### config.mk
export PLATFORM = sky130hd
export DESIGN_NAME = axi_to_avalon_gasket
export DESIGN_NICKNAME = d
export VERILOG_FILES = /design/src/rtl/axi_avst_gasket_pkg.sv /design/src/rtl/avst_skid_buffer.sv /design/src/rtl/axi_to_avalon_gasket.sv
export SDC_FILE = /design/constraint.sdc
export NUM_CORES = 1
export LEC_CHECK = 0
export ABC_AREA = 1
export BUFFER_PORTS_ARGS = -buffer_cell sky130_fd_sc_hd__buf_2
export CORE_ASPECT_RATIO = 1.5
export CORE_MARGIN = 1.5
export CORE_UTILIZATION = 52
export DETAILED_ROUTE_END_ITERATION = 10
export PLACE_DENSITY = 0.84
export SYNTH_ARGS = -nofsm -noshare
export SYNTH_HDL_FRONTEND = slang
export SYNTH_SLANG_ARGS = --single-unit
### constraint.sdc
create_clock -name clk -period 1.96 [get_ports clk]
set_input_delay 0.392 -clock clk [delete_from_list [all_inputs] [get_ports clk]]
set_output_delay 0.392 -clock clk [all_outputs]
set_load 0.005 [all_outputs]
### src/rtl/axi_avst_gasket_pkg.sv
// Shared types and constants for the AXI4-Stream to Avalon-ST video gasket:
// framing state, pixel field positions and the buffered beat layout.
package axi_avst_gasket_pkg;

    localparam int AXI_DATA_W      = 64;
    localparam int AVST_DATA_W     = 96;
    localparam int COMP_W          = 10;
    localparam int AXI_PIX_STRIDE  = 32;
    localparam int AVST_LANE_W     = 16;
    localparam int PIXELS_PER_BEAT = 2;
    localparam int COMPS_PER_PIXEL = 3;

    typedef enum logic {
        WAIT_SOF = 1'b0,
        ACTIVE   = 1'b1
    } gasket_state_e;

    typedef struct packed {
        logic [AVST_DATA_W-1:0] data;
        logic                   sop;
        logic                   eop;
    } avst_beat_t;

    // Each 10-bit colour component moves into the low bits of its own 16-bit lane.
    function automatic logic [AVST_DATA_W-1:0] map_pixels(input logic [AXI_DATA_W-1:0] tdata);
        logic [AVST_DATA_W-1:0] d;
        d = '0;
        for (int p = 0; p < PIXELS_PER_BEAT; p++) begin
            for (int c = 0; c < COMPS_PER_PIXEL; c++) begin
                d[(p*COMPS_PER_PIXEL + c)*AVST_LANE_W +: COMP_W] =
                    tdata[p*AXI_PIX_STRIDE + c*COMP_W +: COMP_W];
            end
        end
        return d;
    endfunction

endpackage

### src/rtl/avst_skid_buffer.sv
// Two-entry registered skid buffer; the head entry drives the output directly,
// so a beat written into an empty buffer is visible one cycle later.
module avst_skid_buffer #(
    parameter int WIDTH = 8
) (
    input  logic             clk,
    input  logic             resetn,
    input  logic             in_valid,
    output logic             in_ready,
    input  logic [WIDTH-1:0] in_data,
    output logic             out_valid,
    input  logic             out_ready,
    output logic [WIDTH-1:0] out_data
);

    logic [1:0]       count;
    logic [WIDTH-1:0] head;
    logic [WIDTH-1:0] tail;
    logic             ready_en;
    logic             push;
    logic             pop;

    // ready_en keeps in_ready low through reset and raises it on the first edge after.
    assign in_ready  = ready_en && (count != 2'd2);
    assign out_valid = (count != 2'd0);
    assign out_data  = head;
    assign push      = in_valid && in_ready;
    assign pop       = out_valid && out_ready;

    always_ff @(posedge clk or negedge resetn) begin
        if (!resetn) begin
            count    <= 2'd0;
            head     <= '0;
            tail     <= '0;
            ready_en <= 1'b0;
        end else begin
            ready_en <= 1'b1;
            case (count)
                2'd0: begin
                    if (push) begin
                        head  <= in_data;
                        count <= 2'd1;
                    end
                end
                2'd1: begin
                    if (push && pop) begin
                        head <= in_data;
                    end else if (push) begin
                        tail  <= in_data;
                        count <= 2'd2;
                    end else if (pop) begin
                        count <= 2'd0;
                    end
                end
                default: begin
                    if (pop) begin
                        head  <= tail;
                        count <= 2'd1;
                    end
                end
            endcase
        end
    end

endmodule

### src/rtl/axi_to_avalon_gasket.sv
// AXI4-Stream video to Avalon-ST gasket with SOF resynchronisation and line-length checking.
// Define AXI_TO_AVALON_STATS_EN to add the frame_count/err_count statistics outputs.
module axi_to_avalon_gasket
    import axi_avst_gasket_pkg::*;
#(
    parameter int LINE_BEATS = 960
) (
    input  logic        clk,
    input  logic        resetn,
    input  logic        axi_rx_tvalid,
    output logic        axi_rx_tready,
    input  logic [63:0] axi_rx_tdata,
    input  logic        axi_rx_tlast,
    input  logic [7:0]  axi_rx_tuser,
    input  logic        avst_source_ready,
    output logic        avst_source_valid,
    output logic [95:0] avst_source_data,
    output logic        avst_source_sop,
    output logic        avst_source_eop,
    output logic [3:0]  avst_source_empty,
    output logic        line_err
`ifdef AXI_TO_AVALON_STATS_EN
    ,
    output logic [15:0] frame_count,
    output logic [15:0] err_count
`endif
);

    localparam int CNT_W = $clog2(LINE_BEATS + 1);
    localparam logic [CNT_W:0] ONE      = (CNT_W+1)'(1);
    localparam logic [CNT_W:0] LEN_LAST = (CNT_W+1)'(LINE_BEATS);
    localparam logic [CNT_W:0] LEN_OVER = (CNT_W+1)'(LINE_BEATS + 1);
    localparam logic [CNT_W:0] CNT_SAT  = {1'b0, {CNT_W{1'b1}}};

    gasket_state_e    state, state_next;
    logic [CNT_W-1:0] beat_cnt, cnt_next;
    logic [CNT_W:0]   idx;
    logic             err_next;
    logic             sof;
    logic             fwd_beat;
    logic             accept;
    logic             tuser_unused;
    avst_beat_t       in_beat;
    avst_beat_t       out_beat;

    assign sof          = axi_rx_tuser[0];
    assign tuser_unused = ^axi_rx_tuser[7:1];
    assign fwd_beat     = (state == ACTIVE) || sof;
    assign accept       = axi_rx_tvalid && axi_rx_tready;

    assign in_beat.data = map_pixels(axi_rx_tdata);
    assign in_beat.sop  = sof;
    assign in_beat.eop  = axi_rx_tlast;

    avst_skid_buffer #(
        .WIDTH($bits(avst_beat_t))
    ) u_skid (
        .clk      (clk),
        .resetn   (resetn),
        .in_valid (axi_rx_tvalid && fwd_beat),
        .in_ready (axi_rx_tready),
        .in_data  (in_beat),
        .out_valid(avst_source_valid),
        .out_ready(avst_source_ready),
        .out_data (out_beat)
    );

    assign avst_source_data  = out_beat.data;
    assign avst_source_sop   = out_beat.sop;
    assign avst_source_eop   = out_beat.eop;
    assign avst_source_empty = 4'd0;

    always_ff @(posedge clk or negedge resetn) begin
        if (!resetn) begin
            state    <= WAIT_SOF;
            beat_cnt <= '0;
            line_err <= 1'b0;
        end else begin
            state    <= state_next;
            beat_cnt <= cnt_next;
            line_err <= err_next;
        end
    end

    // An SOF beat always counts as beat 1 of a fresh line, even when it interrupts one.
    assign idx = sof ? ONE : ({1'b0, beat_cnt} + ONE);

    always_comb begin
        state_next = state;
        cnt_next   = beat_cnt;
        err_next   = 1'b0;
        unique case (state)
            WAIT_SOF: if (accept && sof) state_next = ACTIVE;
            ACTIVE:   state_next = ACTIVE;
            default:  state_next = WAIT_SOF;
        endcase
        if (accept && fwd_beat) begin
            if (sof && (beat_cnt != '0)) err_next = 1'b1;
            if (axi_rx_tlast) begin
                if (idx != LEN_LAST) err_next = 1'b1;
                cnt_next = '0;
            end else begin
                if (idx == LEN_OVER) err_next = 1'b1;
                cnt_next = (idx > CNT_SAT) ? CNT_SAT[CNT_W-1:0] : idx[CNT_W-1:0];
            end
        end
    end

`ifdef AXI_TO_AVALON_STATS_EN
    always_ff @(posedge clk or negedge resetn) begin
        if (!resetn) begin
            frame_count <= 16'd0;
            err_count   <= 16'd0;
        end else begin
            if (accept && sof) frame_count <= frame_count + 16'd1;
            if (line_err && (err_count != 16'hFFFF)) err_count <= err_count + 16'd1;
        end
    end
`endif

endmodule

Word level (Yosys, flattened, before mapping)
Index checks and enable logic that the tools add are counted.
{ "totals": {"register_bits": 175, "latch_bits": 0, "ram_bits": 0, "rom_bits": 0, "in_bits": 77, "output_inout_bits": 105, "wordCells": 56, "memories": 0} }
{ "classes": {"add_sub_neg": 1, "n_mul": 0, "div_mod_pow": 0, "n_lt_le_gt_ge": 1, "eq_ne": 8, "shifts": 0, "n_mux": 20, "bitwise": 2, "reduce_logical": 17} }
{ "op_table": {"columns": ["op", "n"], "rows": [
  ["$mux W98", 3],
  ["$pmux W98 S2", 1],
  ["$mux W10", 2],
  ["$add A10 B1 Y11 const B", 1],
  ["$eq A11 B10 Y1 const B", 1],
  ["$gt A11 B10 Y1 const B", 1],
  ["$mux W11", 1],
  ["$ne A11 B10 Y1 const B", 1],
  ["$mux W2", 5],
  ["$reduce_bool A10 Y1", 1],
  ["$logic_and A1 B1 Y1", 9],
  ["$mux W1", 6],
  ["$reduce_and A3 Y1", 2],
  ["$ne A2 B1 Y1 const B", 2],
  ["$ne A2 B2 Y1 const B", 2],
  ["$pmux W2 S2", 1],
  ["$reduce_and A4 Y1", 1],
  ["$ne A3 B1 Y1 const B", 1],
  ["$reduce_bool A3 Y1", 1],
  ["$eq A2 B1 Y1 const B", 1],
  ["$logic_not A2 Y1", 1],
  ["$not A1 Y1", 2],
  ["$pmux W1 S2", 1],
  ["$reduce_bool A2 Y1", 1],
  ["$logic_or A1 B1 Y1", 1]
]} }

Logic depth before layout (Yosys ltp)
Gate-level depths: netlist of the first run.
{ "logic_depth": {"ltp_word": 6, "ltp_mapped": 13, "depth_no_buf": 13} }

Cells and area by module
From an unflattened synthesis of the first run, not the netlist that was laid out.
{ "hier_totals": {"hier_cells": 1229, "area_unflattened_um2": 9830.7} }
{ "by_module_without_submodules": {"columns": ["mod", "instances", "cells_per_inst", "area_per_inst_um2", "seq_area_each_um2"], "rows": [
  ["avst_skid_buffer", 1, 1097, 8898.5, 4979.8],
  ["axi_to_avalon_gasket", 1, 132, 932.1, 300.3]
]} }

Least setup slack after synthesis of the first run
OpenSTA, ideal clock, no wires.
{ "synth_path": {"path_kind": "input-to-reg", "startpoint": "input axi_rx_tuser[0]", "endpoint": "register u_skid.tail[2]", "setup_ps": 127, "t_arrival_ps": 1574, "required_time_ps": 1833, "setup_slack_ps": 259, "path_stages": 7, "path_buffers": 3, "path_cell_list": "buf_2 o211ai_4 inv_2 nand3_1 buf_4 buf_6 mux2_1"} }
{ "synth_via": {"elab_chain_cells": 6} }
{ "synth_lines": {"columns": ["item", "line", "text"], "rows": [
  ["start: declaration", "axi_to_avalon_gasket.sv:14", "input logic [7:0] axi_rx_tuser,"],
  ["$logic_or A1 B1 Y1 (*)", "axi_to_avalon_gasket.sv:48", "assign fwd_beat = (state == ACTIVE) || sof;"],
  ["$logic_and A1 B1 Y1 (*)", "axi_to_avalon_gasket.sv:60", ".in_valid (axi_rx_tvalid && fwd_beat),"],
  ["$logic_and A1 B1 Y1 (*)", "avst_skid_buffer.sv:27", "assign push = in_valid && in_ready;"],
  ["$logic_and A1 B1 Y1", "avst_skid_buffer.sv:46", "if (push && pop) begin"],
  ["$not A1 Y1 (no source line)", null, null],
  ["$reduce_and A3 Y1 (no source line) (*)", null, null],
  ["end signal: assignment", "avst_skid_buffer.sv:49", "tail <= in_data;"],
  ["end: declaration", "avst_skid_buffer.sv:18", "logic [WIDTH-1:0] tail;"]
]} }
Mark *: on every way between the ends. The rest lies on a longest branch, timed or not.
A chain may end at the register's enable or synchronous reset.

Final worst setup path of the first run
{ "layout_path": {"startpoint": "register u_skid.count[1]", "endpoint": "register u_skid.tail[71]"} }
{ "layout_via": {"elab_chain_cells": 6, "word_cells_on_any_way": 9, "cone_classes": "eq/ne (2); bitwise (1); reduce/logical (6)"} }
{ "layout_lines": {"columns": ["item", "line", "text"], "rows": [
  ["start: declaration", "avst_skid_buffer.sv:16", "logic [1:0] count;"],
  ["start signal: assignment", "avst_skid_buffer.sv:32", "count <= 2'd0;"],
  ["start signal: assignment", "avst_skid_buffer.sv:42", "count <= 2'd1;"],
  ["start signal: assignment", "avst_skid_buffer.sv:50", "count <= 2'd2;"],
  ["$ne A2 B2 Y1", "avst_skid_buffer.sv:24", "assign in_ready = ready_en && (count != 2'd2);"],
  ["$logic_and A1 B1 Y1", "avst_skid_buffer.sv:24", null],
  ["$logic_and A1 B1 Y1", "avst_skid_buffer.sv:27", null],
  ["$logic_and A1 B1 Y1", "avst_skid_buffer.sv:46", null],
  ["$not A1 Y1 (no source line)", null, null],
  ["$reduce_and A3 Y1 (no source line) (*)", null, null]
]} }
Marked as above.

==> results of run 1 <==
-- layer usage --
metal / track usage [%] / wire, µm / vias to the layer above
li1: - / - / 2359
met1: 25.5 / 5200 / 2286
met2: 37.2 / 6980 / 157
met3: 5.39 / 530 / 40
met4: 11.2 / 518 / 0
met5: 0 / 0 / -
-- per-stage QoR --
stage / area, µm² / total power, µW / setup WS, ns / cells / util [%]
final: 7690 / 9280 / 0.161 / 953 / 64.3
after global routing: 7690 / 9810 / 0.0358 / 953 / 64.3
after CTS: 7680 / 9380 / 0.0742 / 951 / 64.2
after detailed placement: 7050 / 6050 / 0.0888 / 918 / 59.0
after global placement: 7050 / 5910 / 0.125 / 918 / 59.0
after floorplan: 6500 / 5270 / 0.259 / 699 / -
-- cell type report --
class | count | share of cell area, %
sequential | 139 | 45.2
multi-input combinational | 461 | 32.1
timing repair buffer | 143 | 11.0
clock buffer | 17 | 5.53
tap | 153 | 2.49
clock inverter | 15 | 2.47
inverter | 23 | 1.16
antenna | 2 | 0.0651
-- registers in the layout, summed over array words and instances, names as in the netlist --
signal and count:
u_skid.count 2, beat_cnt 10, u_skid.ready_en 1, line_err 1, u_skid.out_data 62, state 1, u_skid.tail 62
-- synth_stat cells (all sizes together) --
library cell | n | area [µm²]
a21boi | 2 | 15.0
a21oi | 2 | 13.8
a31oi | 62 | 388
buf | 60 | 434
clkbuf | 16 | 60.1
clkinv | 1 | 3.75
conb | 2 | 7.51
dfrtp | 139 | 3480
ha | 2 | 25.0
inv | 22 | 82.6
mux2 | 60 | 676
nand2 | 166 | 623
nand3 | 12 | 60.1
nand4 | 1 | 6.26
nor2 | 86 | 325
nor3 | 2 | 10.0
o211ai | 1 | 21.3
o21ai | 22 | 110
o41ai | 1 | 8.76
or2 | 1 | 6.26
-- power breakdown --
part | switching (µW) | internal (µW) | leakage, µW
Sequential | 453 | 3770 | 0.00163
Clock | 1280 | 2020 | 0.000287
Combinational | 861 | 894 | 0.00176
Total | 2590 | 6690 | 0.00368
-- worst max-delay path: cells and delay by family (launching register included) --
kind | cells | cell delay [ns]
flip-flops | 1 | 0.41
buffers and inverters | 4 | 0.57
AND/OR/NAND/NOR | 1 | 0.22
AO/OA/AOI/OAI | 2 | 0.15
multiplexers | 1 | 0.33
-- kinds of logic (layout without fill, tap and decap cells) --
kind of cell             count (synthesis)  after routing
AND/OR/NAND/NOR                        268            268
adder cells (fa/ha/maj)                  2              2
AO/OA/AOI/OAI                           90             90
flip-flops                             139            139
multiplexers                            60             60
other                                    2             43
buffers and inverters                   99            198
-- timing repair --
item,4_1_cts,5_1_grt
gates resized for setup,0,2
endpoints found under the hold margin,40,0
hold buffers,1,0
endpoints found under the setup margin,0,33
-- worst min-delay path by stage --
| stage | from | endpoint | depth (start not counted) | slack (ns) |
|---|---|---|---|---|
| floorplan | resetn | beat_cnt[0]$_DFFE_PN0P_ | 0 | 0.1 |
| global placement | resetn | u_skid.tail[88]$_DFFE_PN0P_ | 1 | 0.34 |
| detailed placement | resetn | u_skid.out_data[88]$_DFFE_PN0P_ | 1 | 0.35 |
| CTS | axi_rx_tdata[28] | u_skid.tail[42]$_DFFE_PN0P_ | 2 | 0.18 |
| global route | axi_rx_tdata[28] | u_skid.tail[42]$_DFFE_PN0P_ | 2 | 0.19 |
| finish | axi_rx_tdata[28] | u_skid.tail[42]$_DFFE_PN0P_ | 2 | 0.20 |
==> results.cfg, run 1 <==
[timing]
setup_viol_count_final = 0
worst_slew_pin_slew_ns = 0.716
rsz0062_at_grt = false
post-route-period-util_pct = 91.8
hold_viol_final = 0
fin_setup_tns_ns = 0
fin_crit_ns = 1.80
holdWs_ns = 0.200
finClkSkew_ns = 0.00587
timing.fmax_mhz = 556
final_max_slew_viol_count = 0
slew-limit-headroom_pct = 52.3

[worst_setup_path]
r2r_end = u_skid.tail[71]$_DFFE_PN0P_
cpMostUsedCell = inv_2
crit_end = u_skid.tail[71]$_DFFE_PN0P_
critPathCaptureType = flop
worstSetupPathType = flop to flop
required_ns = 2.25
cp-start-kind = flop
slowest_stage = dfrtp_2
cpPeakStageDelay_ns = 0.41
crit_start = u_skid.count[1]$_DFFE_PN0P_
r2r_cells = 8
cp_max_fo = 29
cp_cell_sequence = inv_2 > o21ai_1 > inv_2 > o211ai_4 > inv_4 > nand3_4 > buf_12 > mux2_1
critPathArrivalTime_ns = 2.09
r2r-start = u_skid.count[1]$_DFFE_PN0P_
r2r_slack_ns = 0.16

[finish]
drive_gt1_share_pct = 24.9
nets = 864
multi_input_area_um2 = 2460
final_common_cell = nand2_1
seq_area_um2 = 3480
fill_cells = 970
syn_to_final_growth_pct = 21.0
final_cell_mix = 166 x nand2_1, 138 x dfrtp_1, 129 x buf_2, 84 x nor2_1, 62 x a31oi_1

[cts]
cts_max_level = 4
post_cts_buffers = 0
clock_latency_ns = 0.41
path_clk_slew_ns = 0.06
cts_buffers = 17
clock_sinks = 139
cts_max_path_buffers = 2
cts_tree = yes
cts_root_buffer = clkbuf_16

[power]
powerDensity_nw_per_um2 = 1210
peakVddDrop_uv = 610
p_leak_uw = 0.00368

[synthesis]
synth_warnings = 0
synth_top_family_by_area = simple AND/OR/NAND/NOR gates
synth_fa_ha_area_share_pct = 0.394
syn-instance-count = 660
avgSynthCellArea_um2 = 9.63
synth-compound-area-share_pct = 8.76
synth_cell_types = 27
synth-simple-area-share_pct = 16.2
synthMuxAreaShare_pct = 10.6
synthXorXnorAreaFrac_pct = 0
yosysSeqAreaShare_pct = 54.7
synth_area_um2 = 6350
synth.ff_latch_count = 139

[run]
maxCapViolations = 0

[routing]
drt_first_pass_iters = 4
avgRoutedWirePerCell_um = 13.9
drt-total-wl_um = 13200
vias = 4842
via_per_inst = 5.08
drc = 0
ant_nets = 0
drtIter0Drc = 267

[place]
globalplace.congestion = 0.922
dp.final_hpwl_um = 8830
io_buffers = 130

[floorplanning]
die-area_um2 = 12900
die_w_um = 93.3
num_rows = 49
fp.coreArea_um2 = 12000
die_h_um = 138
ios = 182
start_util_pct = 53.2

[global_routing]
grt_pass1_wl_um = 22300
grt_usage_pct = 22.0
grt_pass1_vias = 4724
gr-total-overflow = 0
grt_antenna_before_repair = 2
grt_max_degree = 67

[outcome]
outcome = complete, no violations

[min_path]
holdCritPathClass = primary input to flop
(Power assumes the default switching activity.)
==> inputs of run 2 (changes only) <==
==> constraint.sdc (replaced) <==
create_clock -name clk -period 1.9 [get_ports clk]
set_input_delay 0.38 -clock clk [delete_from_list [all_inputs] [get_ports clk]]
set_output_delay 0.38 -clock clk [all_outputs]
set_load 0.005 [all_outputs]
==> results.cfg, run 2 (synthesis results as in run 1) <==
[finish]
syn_to_final_growth_pct = 22.9
instances_no_fill = 960
design_area_um2 = 7810
nets = 871
final_cell_mix = 166 x nand2_1, 138 x dfrtp_1, 129 x buf_2, 84 x nor2_1, 62 x a31oi_1
final_common_cell = nand2_1
drive_gt1_share_pct = 25.6
fin_util_pct = 65.3

[cts]
cts_root_buffer = clkbuf_16
path_clk_slew_ns = 0.06
clock_latency_ns = 0.42
cts_buffers = 17
cts_max_path_buffers = 2
clock_sinks = 139
cts_max_level = 4
cts_tree = yes

[place]
dp.final_hpwl_um = 8820
io_buffers = 130
globalplace.congestion = 0.880
dpl_cell_area_um2 = 7050
dp.cells = 919

[global_routing]
grt_pass1_vias = 4712
grt_antenna_before_repair = 2
grt_max_degree = 69
gr-total-overflow = 0
grt_pass1_wl_um = 22100
grt_usage_pct = 21.8

[routing]
drtIter0Drc = 311
via_per_inst = 5.08
avgRoutedWirePerCell_um = 14.7
drc = 0
vias = 4878
drt-total-wl_um = 14100
drt_first_pass_iters = 4
ant_nets = 0

[timing]
post-route-period-util_pct = 96.9
final_max_slew_viol_count = 0
hold_viol_final = 0
timing.fmax_mhz = 543
fin_setup_tns_ns = 0
slew-limit-headroom_pct = 54.3
worst_slew_pin_slew_ns = 0.685
fin_crit_ns = 1.84
setup_viol_count_final = 0
finClkSkew_ns = 0.0251

[floorplanning]
die-area_um2 = 12900
ios = 182
die_w_um = 93.3
num_rows = 49
die_h_um = 138
start_util_pct = 53.2
fp.coreArea_um2 = 12000

[min_path]
holdCritPathClass = primary input to flop

[worst_setup_path]
cp-start-kind = flop
critPathCaptureType = flop
critPathArrivalTime_ns = 2.18
cp_max_fo = 17
required_ns = 2.24
worstSetupPathType = flop to flop

[power]
p_leak_uw = 0.00375
powerDensity_nw_per_um2 = 1250
peakVddDrop_uv = 698

[run]
maxCapViolations = 0

[outcome]
outcome = complete, no violations
==> run 2: changes by cell type in the layout (fill, tap and decap cells not counted), moves of 2 or more <==
cell,delta
clkinv_4,-3
clkbuf_16,+2
clkinv_2,+3
buf_4,+4
==> run 2: report_power, final <==
group	internal, µW	switching, µW	total (µW)	leakage [µW]
clock	2240	1260	3490	0.000303
combinational	966	924	1890	0.00181
sequential	3890	454	4340	0.00163
==> run 2: final timing paths <==
kind	start	endpoint	slack [ns]	depth (start not counted)
worst max-delay path	u_skid.count[1]$_DFFE_PN0P_	u_skid.out_data[75]$_DFFE_PN0P_	0.06	11
worst min-delay path	axi_rx_tdata[42]	u_skid.tail[66]$_DFFE_PN0P_	0.18	2
worst max register to register	u_skid.count[1]$_DFFE_PN0P_	u_skid.out_data[75]$_DFFE_PN0P_	0.06	11
worst min register to register	u_skid.tail[58]$_DFFE_PN0P_	u_skid.tail[58]$_DFFE_PN0P_	0.49	1
max in group asynchronous	resetn	u_skid.count[1]$_DFFE_PN0P_	0.88	3
min in group asynchronous	resetn	u_skid.out_data[82]$_DFFE_PN0P_	0.41	2
==> run 2: layout make-up <==
type / instances / area (µm²)
flip-flops and latches: 139 / 3480
repair buffers: 150 / 943
well taps: 153 / 191
multi-input cells: 461 / 2460
clock buffers: 18 / 439
inverters: 23 / 91.3
diodes: 2 / 5.00
fillers: 935 / 4150
clock inverters: 14 / 193
==> run 2: layer usage <==
| metal | global-route usage (%) | routed length [µm] |
|---|---|---|
| met5 | 0 | 0 |
| met4 | 12.6 | 419 |
| met3 | 3.96 | 585 |
| met2 | 36.5 | 7490 |
| met1 | 25.6 | 5630 |
==> run 2: through the flow <==
stage	setup WS, ns	hold slack [ns]	power [µW]
2_1_floorplan	0.211	0.0844	5430
3_3_place_gp	0.138	0.278	6090
3_5_place_dp	0.105	0.287	6220
4_1_cts	0.0821	0.179	9740
5_1_grt	-0.0472	0.185	10300
6_report	0.0589	0.182	9730
==> run 2: timing repair <==
action | CTS | global route
resized for setup | 0 | 4
hold buffers | 1 | 0
endpoints found under the hold margin | 26 | 0
setup endpoints to repair | 0 | 43
buffers inserted | 0 | 3
==> run 2: worst max-delay path, cell delays in order (launching register included) <==
cell	delay [ns]
dfrtp_2	0.43
inv_4	0.10
o21ai_1	0.08
inv_2	0.08
o211ai_4	0.08
buf_4	0.17
a21oi_4	0.15
buf_4	0.19
buf_12	0.12
clkbuf_16	0.17
nor2_1	0.05
a31oi_1	0.13
